--- src/rtl/sirius_fwd_pkg.sv ---
// rtl/sirius_fwd_pkg.sv - shared defaults and scoreboard entry type for the forwarding scoreboard
package sirius_fwd_pkg;

  localparam int NUM_READ_DEF  = 4;
  localparam int NUM_STAGE_DEF = 4;
  localparam int MAX_LAT_DEF   = 15;
  localparam int SB_CNT_W      = $clog2(MAX_LAT_DEF + 1);
  localparam logic [4:0] REG_ZERO = 5'd0;

  typedef struct packed {
    logic                busy;
    logic [SB_CNT_W-1:0] cnt;
  } sb_entry_t;

endpackage

--- src/rtl/fwd_port_mux.sv ---
// rtl/fwd_port_mux.sv - priority operand select for one read port
// The lowest-index matching stage wins; r0 is hardwired and never hazards.
module fwd_port_mux
  import sirius_fwd_pkg::*;
#(
  parameter int NUM_STAGE = NUM_STAGE_DEF
) (
  input  logic [NUM_STAGE-1:0]       stg_en,
  input  logic [NUM_STAGE-1:0][4:0]  stg_addr,
  input  logic [NUM_STAGE-1:0]       stg_valid,
  input  logic [NUM_STAGE-1:0][31:0] stg_data,
  input  logic [4:0]                 rd_addr,
  input  logic [31:0]                rd_regfile,
  input  logic                       busy,
  output logic [31:0]                rd_data,
  output logic                       hazard
);

  logic [31:0] sel_data;
  logic        load_use;

  // Walk from lowest priority up so the highest-priority match lands last.
  always_comb begin
    sel_data = rd_regfile;
    load_use = 1'b0;
    for (int i = NUM_STAGE - 1; i >= 0; i--) begin
      if (stg_en[i] && stg_addr[i] == rd_addr) begin
        sel_data = stg_data[i];
        load_use = ~stg_valid[i];
      end
    end
  end

  always_comb begin
    rd_data = sel_data;
    hazard  = load_use | busy;
    if (rd_addr == REG_ZERO) begin
      rd_data = 32'd0;
      hazard  = 1'b0;
    end
  end

endmodule

--- src/rtl/forwarding_scoreboard.sv ---
// rtl/forwarding_scoreboard.sv - operand forwarding with multi-cycle scoreboard and stall counter
// Stage forwarding is purely combinational; the scoreboard tracks in-flight MUL/DIV/CP0 results.
module forwarding_scoreboard
  import sirius_fwd_pkg::*;
#(
  parameter int NUM_READ  = NUM_READ_DEF,
  parameter int NUM_STAGE = NUM_STAGE_DEF,
  parameter int MAX_LAT   = MAX_LAT_DEF,
  parameter int CNT_W     = $clog2(MAX_LAT + 1)
) (
  input  logic                       clk,
  input  logic                       rst_n,
  input  logic [NUM_STAGE-1:0]       stg_en,
  input  logic [NUM_STAGE-1:0][4:0]  stg_addr,
  input  logic [NUM_STAGE-1:0]       stg_valid,
  input  logic [NUM_STAGE-1:0][31:0] stg_data,
  input  logic [NUM_READ-1:0][4:0]   rd_addr,
  input  logic [NUM_READ-1:0][31:0]  rd_regfile,
  output logic [NUM_READ-1:0][31:0]  rd_data,
  input  logic                       iss_valid,
  input  logic [4:0]                 iss_addr,
  input  logic [CNT_W-1:0]           iss_lat,
  input  logic                       wb_valid,
  input  logic [4:0]                 wb_addr,
  input  logic                       flush,
  output logic                       stall,
  output logic [31:0]                stall_cnt
);

  sb_entry_t          sb [32];
  logic [31:0]        busy_vec;
  logic [NUM_READ-1:0] hazard;
  logic [31:0]        stall_cnt_q;

  always_comb begin
    busy_vec = '0;
    for (int e = 0; e < 32; e++) begin
      busy_vec[e] = sb[e].busy;
    end
  end

  for (genvar p = 0; p < NUM_READ; p++) begin : g_port
    fwd_port_mux #(.NUM_STAGE(NUM_STAGE)) u_mux (
      .stg_en     (stg_en),
      .stg_addr   (stg_addr),
      .stg_valid  (stg_valid),
      .stg_data   (stg_data),
      .rd_addr    (rd_addr[p]),
      .rd_regfile (rd_regfile[p]),
      .busy       (busy_vec[rd_addr[p]]),
      .rd_data    (rd_data[p]),
      .hazard     (hazard[p])
    );
  end

  assign stall = |hazard;

  // Flush beats issue, issue beats writeback; idle busy entries count down to zero and wait for wb.
  always_ff @(posedge clk or negedge rst_n) begin
    if (!rst_n) begin
      for (int e = 0; e < 32; e++) begin
        sb[e] <= '0;
      end
    end else begin
      for (int e = 0; e < 32; e++) begin
        if (flush) begin
          sb[e] <= '0;
        end else if (iss_valid && iss_addr != REG_ZERO && iss_addr == 5'(e)) begin
          sb[e].busy <= 1'b1;
          sb[e].cnt  <= iss_lat;
        end else if (wb_valid && wb_addr == 5'(e)) begin
          sb[e] <= '0;
        end else if (sb[e].busy && sb[e].cnt != '0) begin
          sb[e].cnt <= sb[e].cnt - 1'b1;
        end
      end
    end
  end

  always_ff @(posedge clk or negedge rst_n) begin
    if (!rst_n) begin
      stall_cnt_q <= 32'd0;
    end else if (stall && stall_cnt_q != 32'hFFFF_FFFF) begin
      stall_cnt_q <= stall_cnt_q + 32'd1;
    end
  end

  assign stall_cnt = stall_cnt_q;

endmodule

--- config.mk ---
export PLATFORM = sky130hd
export DESIGN_NAME = forwarding_scoreboard
export DESIGN_NICKNAME = d
export VERILOG_FILES = /design/src/rtl/sirius_fwd_pkg.sv /design/src/rtl/fwd_port_mux.sv /design/src/rtl/forwarding_scoreboard.sv
export SDC_FILE = /design/constraint.sdc
export NUM_CORES = 1
export LEC_CHECK = 0
export ABC_AREA = 0
export CAP_MARGIN = 25
export CORE_AREA = 3 3 185 187
export CTS_CLUSTER_DIAMETER = 50
export DETAILED_ROUTE_END_ITERATION = 7
export DIE_AREA = 0 0 188 190
export PLACE_DENSITY_LB_ADDON = 0.08
export SETUP_SLACK_MARGIN = 0.5
export SYNTH_ARGS = -nofsm -noshare
export SYNTH_HDL_FRONTEND = slang
export SYNTH_SLANG_ARGS = --single-unit
--- constraint.sdc ---
create_clock -name clk -period 13.3 [get_ports clk]
set_clock_uncertainty 0.05 [all_clocks]
set_input_delay 3.325 -clock clk [delete_from_list [all_inputs] [get_ports clk]]
set_output_delay 3.325 -clock clk [all_outputs]
set_load 0.02 [all_outputs]
==> results.py, run 1 <==
metrics = {
    "timing": {
        "drv_slew": 0,
        "hold_violations": 0,
        "maxSlewHeadroom_pct": 32.9,
        "fin_ws_ps": 1990,
        "rsz0062_at_grt": "false",
        "fin_crit_sh_pct": 85.0,
        "setup_tns_ps": 0,
        "max_freq_ghz": 0.0884,
        "fin_hold_ws_ps": 431,
        "finalSetupViolations": 0,
        "worstMarginPinSlew_ps": 997,
        "final.min_clock_period_ps": 11310,
    },
    "critical_path": {
        "worstPathCellList": "clkdlybuf4s50_1, xor2_1, nor4_1, and3_2, a211oi_1, a222oi_1, o2111a_2, inv_1, clkdlybuf4s50_1",
        "r2r_cells": 8,
        "crit_top_cell": "clkdlybuf4s50_1",
        "r2r-start": "busy_vec[19]",
        "critPathRequiredTime_ps": 9930,
        "crit_path_top_delay_cell": "clkdlybuf4s50_1",
        "r2r-end": "stall_cnt[1]",
        "start_kind": "primary input",
        "crit_type": "primary input to primary output",
        "critical_path.max_fanout": 32,
        "worstPathArrival_ps": 7940,
        "ff2ff_setup_slack_ps": 10070,
        "slowest_delay_ps": 920,
        "endpoint_kind": "primary output",
    },
    "global_route": {
        "grt-busiest-layer": "met2",
        "grt_max_degree": 65,
        "grt.met1_usage_pct": 39.3,
        "grt_pass1_vias": 13200,
        "grt_antenna_before_repair": 14,
        "grtUsageMet2_pct": 53.8,
        "grtUsageMet3_pct": 7.35,
        "track_usage_pct": 31.8,
        "grt_pass1_wl_um": 88200,
        "overflow": 0,
    },
    "cts": {
        "clock_latency_ps": 330,
        "ctsResizeCount": 0,
        "clock_sinks": 64,
        "post_cts_buffers": 0,
        "cts_made_buffers": 9,
        "hold_buffers": 0,
        "cts_root_buf": "clkbuf_16",
        "clk_pin_slew_ps": 50,
        "cts.path.max_buffers": 2,
        "cts_tree": "built",
        "cts_htree_levels": 3,
    },
    "synthesis": {
        "synth_cells": 1487,
        "seq_area_frac_synth_pct": 14.8,
        "synth_edf_count": 0,
        "yosysTopAreaCellShare_pct": 18.1,
        "synth_area_mm2": 0.0108,
        "synth_nets": 1811,
        "synth_area_leaders": "a211oi_1 (18%), dfrtp_1 (15%), mux2i_1 (14%)",
        "synth_commonest_cells": "nor2_1 (281), a211oi_1 (261), a21oi_1 (160)",
        "synth_warnings": 0,
        "postSynth.topFlopCell": "dfrtp_1",
        "syn_area_per_cell_um2": 7.26,
        "synth_area_leader_cell": "a211oi_1",
        "synth_cell_types": 55,
        "synth_seq_cells": 64,
        "synth.most_common_cell": "nor2_1",
        "async_flop_share_pct": 100,
    },
    "pwr": {
        "p_leak_nw": 6.01,
        "p_int_uw": 666,
        "p_sw_share_pct": 38.9,
        "ir_drop_mv": 0.117,
        "seqPwrFrac_pct": 23.3,
        "combPwrFrac_pct": 55.1,
        "power_density_mw_per_mm2": 66.8,
        "finalPower_mw": 1.09,
        "p_switching_uw": 423,
        "p_clk_share_pct": 21.6,
    },
    "detailed_routing": {
        "vias": 13700,
        "wl_per_cell_um": 25.8,
        "vias_per_cell": 5.87,
        "detail-route-antenna-nets": 0,
        "wl_um": 59900,
        "first_iter_violations": 1094,
        "drcViolationCount": 0,
        "dr.pass1.iters": 7,
    },
    "final_layout": {
        "layout-drive-gt1-share_pct": 6.25,
        "layout.nets": 2192,
        "final_cell_area_mm2": 0.0163,
        "area_growth_pct": 51.0,
        "stdcell_count": 2326,
        "fin_util_pct": 50.0,
    },
    "status": {
        "run_status": "completed",
    },
    "placed_design": {
        "place_area_mm2": 0.0159,
        "dp_cells": 2294,
        "port_buffers": 479,
        "place_congestion": 0.917,
        "preCtsSetupSlack_ps": 2060,
        "dp_hpwl_um": 44000,
    },
    "die": {
        "die-area_mm2": 0.0357,
        "fp.dieH_um": 190,
        "core_area_mm2": 0.0326,
        "rows": 66,
        "start_util_pct": 33.1,
        "die_w_um": 188,
        "ioPinCount": 484,
    },
    "job": {
        "max-cap-violations": 0,
    },
    "worst_hold_path": {
        "worstHoldEndpoint": "stall_cnt[4]",
        "min_from": "stall_cnt[4]",
        "hold_path_class": "register to register",
        "holdPathStages": 1,
    },
}
[kinds of logic after synthesis]
logic type | share of synthesized area [%]
xor+xnor | 8.76
flops | 14.8
simple gates | 22.2
buf+inv | 6.03
compound gates | 29.2
fa+ha+maj | 0.116
mux | 18.8
[worst max-delay path: cells and delay by family]
kind	cells	cell delay [ps]
XOR/XNOR	1	360
AO/OA/AOI/OAI	3	1450
buffers and inverters	3	1660
AND/OR/NAND/NOR	2	1090
[power groups by stage]
stage               Clock [mW]  Combinational [mW]  Sequential (mW)
detailed placement           0               0.595            0.255
CTS                      0.240               0.598            0.253
global placement             0               0.591            0.255
floorplan                    0               0.253            0.278
finish                   0.236               0.600            0.253
global route             0.249               0.636            0.258
[cells in the final DEF, fill, tap and decap left out, types with 7 or more instances in the layout]
cell / synthesis / routed
and3_1: 17 / 12
a211oi_1: 261 / 261
dfrtp_1: 64 / 64
clkdlybuf4s50_1: 0 / 478
xnor2_1: 21 / 21
nor2_1: 281 / 281
mux4_2: 19 / 19
nand2_1: 51 / 51
nand2b_1: 10 / 10
nor3_1: 18 / 18
nor4_1: 14 / 14
mux2i_1: 155 / 155
diode_2: 0 / 13
nor2b_1: 7 / 7
inv_1: 11 / 11
o21ai_0: 33 / 33
clkbuf_16: 0 / 9
a21oi_1: 160 / 160
nand3_1: 30 / 23
nand4_1: 13 / 13
or2_2: 7 / 7
buf_4: 0 / 32
xor2_1: 87 / 87
[flip-flops by register name, indices dropped and copies added (netlist names)]
register	count
busy_vec	32
stall_cnt	32
[final cells by class]
| cell class | count | area (µm²) |
|---|---|---|
| fillers | 3187 | 16300 |
| multi-input cells | 1265 | 8630 |
| repair buffers | 517 | 5150 |
| flip-flops and latches | 64 | 1600 |
| well taps | 442 | 553 |
| clock buffers | 11 | 253 |
| clock inverters | 3 | 42.5 |
| inverters | 11 | 41.3 |
| diodes | 13 | 32.5 |
[worst max path at each step]
stage,start,end,slack (ps),cells past startpoint
6_report,rd_addr[1],stall,1990,9
5_1_grt,rd_addr[1],stall,1840,9
4_1_cts,rd_addr[1],stall,2050,9
3_5_place_dp,rd_addr[1],stall,2060,9
3_3_place_gp,rd_addr[1],stall,2130,9
2_1_floorplan,rd_addr[7],rd_data[33],4270,11
[metal layers]
metal	vias up	wire length [µm]
met5	-	23
met2	652	28800
met4	4	2240
met1	6507	24000
met3	148	4860
li1	6353	-
Note: power is estimated with default switching activity, not from simulation.
==> inputs of run 2 (changes only) <==
Settings changed: PLACE_DENSITY set to 0.71, PLACE_DENSITY_LB_ADDON 0.08 to not set.
==> run 2 against run 1 <==
Effect of this change: flip-flop and latch count unchanged; cell count decreased by 0.26%; via count increased by 1.4%; die area unchanged; worst hold slack improved by 7.6 ps; maximum frequency about the same; routed wire length decreased by 7.1%.
==> results.py, run 2 (same netlist as run 1, synthesis figures left out) <==
metrics = {
    "detailed_routing": {
        "wl_met2_um": 26900,
        "drcViolationCount": 0,
        "wl_um": 55700,
        "first_iter_violations": 1146,
        "dr.pass1.iters": 6,
        "wl_per_cell_um": 24.0,
        "highest_layer": "met5",
        "detail-route-antenna-nets": 0,
        "wl_met3_um": 5430,
        "wl_met1_um": 20700,
        "vias": 13900,
        "vias_per_cell": 5.97,
    },
    "final_layout": {
        "final_common_cell": "clkdlybuf4s50_1",
        "layout_common_cells": "clkdlybuf4s50_1 (478), nor2_1 (281), a211oi_1 (261), a21oi_1 (160), mux2i_1 (155)",
        "n_fill_cell": 3149,
        "ff_latch_area_mm2": 0.00160,
        "layout-drive-gt1-share_pct": 5.70,
        "final_cell_area_mm2": 0.0162,
        "multi_input_comb_area_mm2": 0.00868,
        "area_growth_pct": 50.3,
        "layout.nets": 2179,
        "fin_util_pct": 49.8,
        "stdcell_count": 2320,
    },
    "placed_design": {
        "dp_hpwl_um": 40100,
        "port_buffers": 479,
        "preCtsSetupSlack_ps": 2020,
        "place_congestion": 0.953,
        "place_area_mm2": 0.0158,
        "dp_cells": 2283,
    },
    "pwr": {
        "power_density_mw_per_mm2": 66.8,
        "finalPower_mw": 1.08,
        "ir_drop_mv": 0.0948,
        "p_leak_nw": 5.95,
    },
    "worst_hold_path": {
        "hold_path_class": "register to register",
        "min_from": "stall_cnt[28]",
    },
    "timing": {
        "rsz0062_at_grt": "false",
        "drv_slew": 0,
        "max_freq_ghz": 0.0884,
        "fin_ws_ps": 1980,
        "final.min_clock_period_ps": 11320,
        "fin_hold_ws_ps": 438,
        "maxSlewHeadroom_pct": 28.0,
        "worstMarginPinSlew_ps": 1080,
        "setup_tns_ps": 0,
        "hold_violations": 0,
        "fin_crit_sh_pct": 85.1,
        "finalSetupViolations": 0,
    },
    "global_route": {
        "track_usage_pct": 29.2,
        "overflow": 0,
        "grt_max_degree": 67,
        "grt_pass1_wl_um": 81300,
        "grt_antenna_before_repair": 23,
        "grt_pass1_vias": 13000,
    },
    "status": {
        "run_status": "completed",
    },
    "cts": {
        "cts_tree": "built",
        "cts_htree_levels": 3,
        "cts_made_buffers": 9,
        "ctsResizeCount": 0,
        "post_cts_buffers": 0,
        "cts.path.max_buffers": 2,
        "clock_sinks": 64,
        "cts_root_buf": "clkbuf_16",
        "clock_latency_ps": 330,
        "clk_pin_slew_ps": 50,
        "hold_buffers": 0,
    },
    "die": {
        "die-area_mm2": 0.0357,
        "start_util_pct": 33.1,
        "core_area_mm2": 0.0326,
        "fp.dieH_um": 190,
        "ioPinCount": 484,
        "rows": 66,
        "die_w_um": 188,
    },
    "critical_path": {
        "start_kind": "primary input",
        "crit_type": "primary input to primary output",
        "worstPathArrival_ps": 7940,
        "critPathRequiredTime_ps": 9930,
        "r2r-start": "stall_cnt[13]",
        "critical_path.max_fanout": 64,
        "endpoint_kind": "primary output",
        "crit_start": "rd_addr[1]",
    },
    "job": {
        "max-cap-violations": 0,
    },
}
## run 2: changes by cell type in the layout (fill, tap and decap cells not counted), moves of 3 or more
| cell | delta |
|---|---|
| diode_2 | +5 |
| nand3_2 | -6 |
| clkbuf_8 | +3 |
| buf_4 | -10 |
| nand3_4 | +6 |
## run 2: area by class of cell
class                           count  area share [%]
Inverter                           11           0.254
Clock inverter                      2          0.0616
Sequential cell                    64            9.86
Clock buffer                       14            1.81
Antenna cell                       18           0.277
Timing Repair Buffer              504            30.9
Multi-Input combinational cell   1265            53.4
Tap cell                          442            3.41
## run 2: per-layer routing
| metal | vias up | track usage [%] |
|---|---|---|
| met5 | - | 0 |
| met4 | 10 | 13.4 |
| met1 | 6504 | 35.0 |
| met3 | 168 | 6.69 |
| met2 | 824 | 49.7 |
| li1 | 6346 | - |
## run 2: final timing paths
check	to	depth (start not counted)	slack, ps
setup reg to reg	stall_cnt[1]	8	10310
max in group asynchronous	busy_vec[16]	2	9560
min in group asynchronous	busy_vec[3]	2	3130
hold / removal	stall_cnt[28]	1	440
setup / recovery	rd_data[3]	8	1980
hold reg to reg	stall_cnt[28]	1	440
## run 2: critical path: stages
cell and delay (ps):
clkdlybuf4s50_1 890, xor2_1 360, nor4_1 780, nand3_4 830, a211oi_1 440, a21oi_1 60
a211oi_1 490, clkdlybuf4s50_1 740
## run 2: power by group
| part | internal [mW] | total (mW) | switching [mW] |
|---|---|---|---|
| combinational | 0.293 | 0.599 | 0.306 |
| sequential | 0.220 | 0.254 | 0.0335 |
| clock | 0.151 | 0.232 | 0.0810 |
| total | 0.664 | 1.08 | 0.421 |
==> inputs of run 3 (changes only) <==
Settings changed: ABC_AREA 0 to 1, CORE_AREA 3 3 185 187 to not set, CORE_MARGIN set to 3, CORE_UTILIZATION set to 35, DIE_AREA 0 0 188 190 to not set, MAX_ROUTING_LAYER set to met4, PLACE_DENSITY 0.71 to 0.73.
==> run 3 against run 2 <==
Effect of this change: combinational power is 2% higher; worst hold slack improved by 33 ps; sequential power decreased by 11%; highest routed layer is now met4; non-clock buffer count increased by 10; flip-flop and latch count unchanged.
==> results.py, run 3 <==
metrics = {
    "status": {
        "run_status": "completed",
    },
    "detailed_routing": {
        "vias_per_cell": 5.99,
        "detail-route-antenna-nets": 0,
        "wl_per_cell_um": 24.2,
        "vias": 18200,
        "first_iter_violations": 2244,
        "dr.pass1.iters": 6,
        "drcViolationCount": 0,
        "wl_um": 73700,
    },
    "synthesis": {
        "syn_area_per_cell_um2": 5.34,
        "seq_area_frac_synth_pct": 13.5,
        "synth_seq_cells": 64,
        "synth_commonest_cells": "nand2_1 (653), o21ai_0 (350), a21oi_1 (255)",
        "synth_cell_types": 41,
        "synth_cells": 2223,
        "synth_warnings": 0,
        "synth_area_leader_cell": "nand2_1",
        "synth_area_leaders": "nand2_1 (21%), o21ai_0 (15%), dfrtp_1 (13%)",
        "synth_edf_count": 0,
        "synth_nets": 2547,
        "synth.most_common_cell": "nand2_1",
        "synth_area_mm2": 0.0119,
        "async_flop_share_pct": 100,
        "postSynth.topFlopCell": "dfrtp_1",
        "yosysTopAreaCellShare_pct": 20.6,
    },
    "timing": {
        "max_freq_ghz": 0.0918,
        "fin_crit_sh_pct": 81.9,
        "drv_slew": 0,
        "rsz0062_at_grt": "false",
        "maxSlewHeadroom_pct": 32.0,
        "final.min_clock_period_ps": 10900,
        "setup_tns_ps": 0,
        "worstMarginPinSlew_ps": 1020,
        "finalSetupViolations": 0,
        "hold_violations": 0,
    },
    "pwr": {
        "ir_drop_mv": 0.112,
        "p_leak_nw": 7.54,
        "power_density_mw_per_mm2": 62.9,
    },
    "worst_hold_path": {
        "holdPathStages": 2,
        "hold_path_class": "register to register",
        "min_from": "stall_cnt[31]",
        "worstHoldEndpoint": "stall_cnt[31]",
    },
    "global_route": {
        "grt_pass1_vias": 17200,
        "grt_max_degree": 65,
        "overflow": 0,
        "track_usage_pct": 39.4,
        "grt_antenna_before_repair": 10,
        "grt_pass1_wl_um": 107000,
    },
    "placed_design": {
        "place_congestion": 1.01,
        "port_buffers": 479,
        "dp_hpwl_um": 54200,
        "place_area_mm2": 0.0168,
    },
    "die": {
        "ioPinCount": 484,
        "die_w_um": 190,
        "fp.dieH_um": 190,
        "core_area_mm2": 0.0330,
        "start_util_pct": 36.0,
        "die-area_mm2": 0.0362,
        "rows": 66,
    },
    "final_layout": {
        "final_common_cell": "nand2_1",
        "final_cell_area_mm2": 0.0172,
        "layout_common_cells": "nand2_1 (653), clkdlybuf4s50_1 (478), o21ai_0 (350), a21oi_1 (255), inv_1 (182)",
        "layout-drive-gt1-share_pct": 3.79,
        "layout.nets": 2909,
        "area_growth_pct": 44.8,
        "n_fill_cell": 3423,
    },
    "critical_path": {
        "r2r-end": "stall_cnt[7]",
        "r2r_cells": 11,
        "crit_type": "primary input to primary output",
        "r2r-start": "stall_cnt[0]",
        "critical_path.max_fanout": 55,
        "worstPathArrival_ps": 7520,
        "critPathRequiredTime_ps": 9930,
        "start_kind": "primary input",
        "ff2ff_setup_slack_ps": 10400,
        "endpoint_kind": "primary output",
    },
    "job": {
        "max-cap-violations": 0,
    },
    "cts": {
        "clk_pin_slew_ps": 60,
        "post_cts_buffers": 0,
        "cts.path.max_buffers": 2,
        "clock_latency_ps": 330,
        "hold_buffers": 0,
        "cts_made_buffers": 9,
        "cts_tree": "built",
        "cts_root_buf": "clkbuf_16",
        "ctsResizeCount": 0,
        "cts_htree_levels": 3,
        "clock_sinks": 64,
    },
}
-- run 3: kinds of logic (layout without fill, tap and decap cells) --
family | after synthesis | count (layout) | synth area share, %
AO/OA/AOI/OAI | 776 | 776 | 37.1
XOR/XNOR | 37 | 37 | 2.73
adder cells (fa/ha/maj) | 1 | 1 | 0.105
buffers and inverters | 372 | 738 | 12.7
flip-flops | 64 | 64 | 13.5
other | 0 | 13 | 0
AND/OR/NAND/NOR | 973 | 973 | 33.8
-- run 3: cell type report --
cell class	count	area, µm²	share of cell area, %
repair buffers	514	5100	29.7
flip-flops and latches	64	1600	9.31
inverters	209	787	4.57
clock inverters	4	70.1	0.407
clock buffers	11	233	1.35
well taps	442	553	3.21
multi-input cells	1787	8830	51.3
diodes	13	32.5	0.189
-- run 3: worst max path at each step --
stage                           start          end
final                     rd_addr[11]  rd_data[77]
after global routing      rd_addr[11]  rd_data[77]
after CTS                 rd_addr[11]  rd_data[77]
after detailed placement  rd_addr[11]  rd_data[77]
after global placement    rd_addr[11]  rd_data[77]
after floorplan           rd_addr[18]  rd_data[99]
-- run 3: critical path: stages --
cell,delay [ps]
clkdlybuf4s50_1,980
inv_2,320
nand2_1,140
nand2_1,50
nor2_1,110
nand3_1,220
inv_2,780
buf_4,320
o21ai_0,100
o21ai_0,190
o211a_1,270
clkdlybuf4s50_1,630
-- run 3: power by group --
group          switching [mW]  internal [mW]
logic                   0.346          0.266
clock network          0.0830          0.162
registers              0.0191          0.206
-- run 3: layer usage --
metal	wire (µm)	vias to the layer above	GRT usage [%]
met3	10300	324	12.4
met2	30600	1404	56.8
met5	0	-	-
li1	-	8238	-
met4	4860	0	20.4
met1	27900	8263	49.4
-- run 3: per-stage QoR --
stage	utilization, %	instances	setup slack, ps	hold WS (ps)	power (mW)
after floorplan	-	2223	5090	459	0.513
after global placement	50.8	3011	2590	438	0.820
after detailed placement	51.0	3014	2520	457	0.824
after CTS	51.9	3029	2530	474	1.07
after global routing	52.1	3041	2250	509	1.13
final	52.1	3044	2400	472	1.08
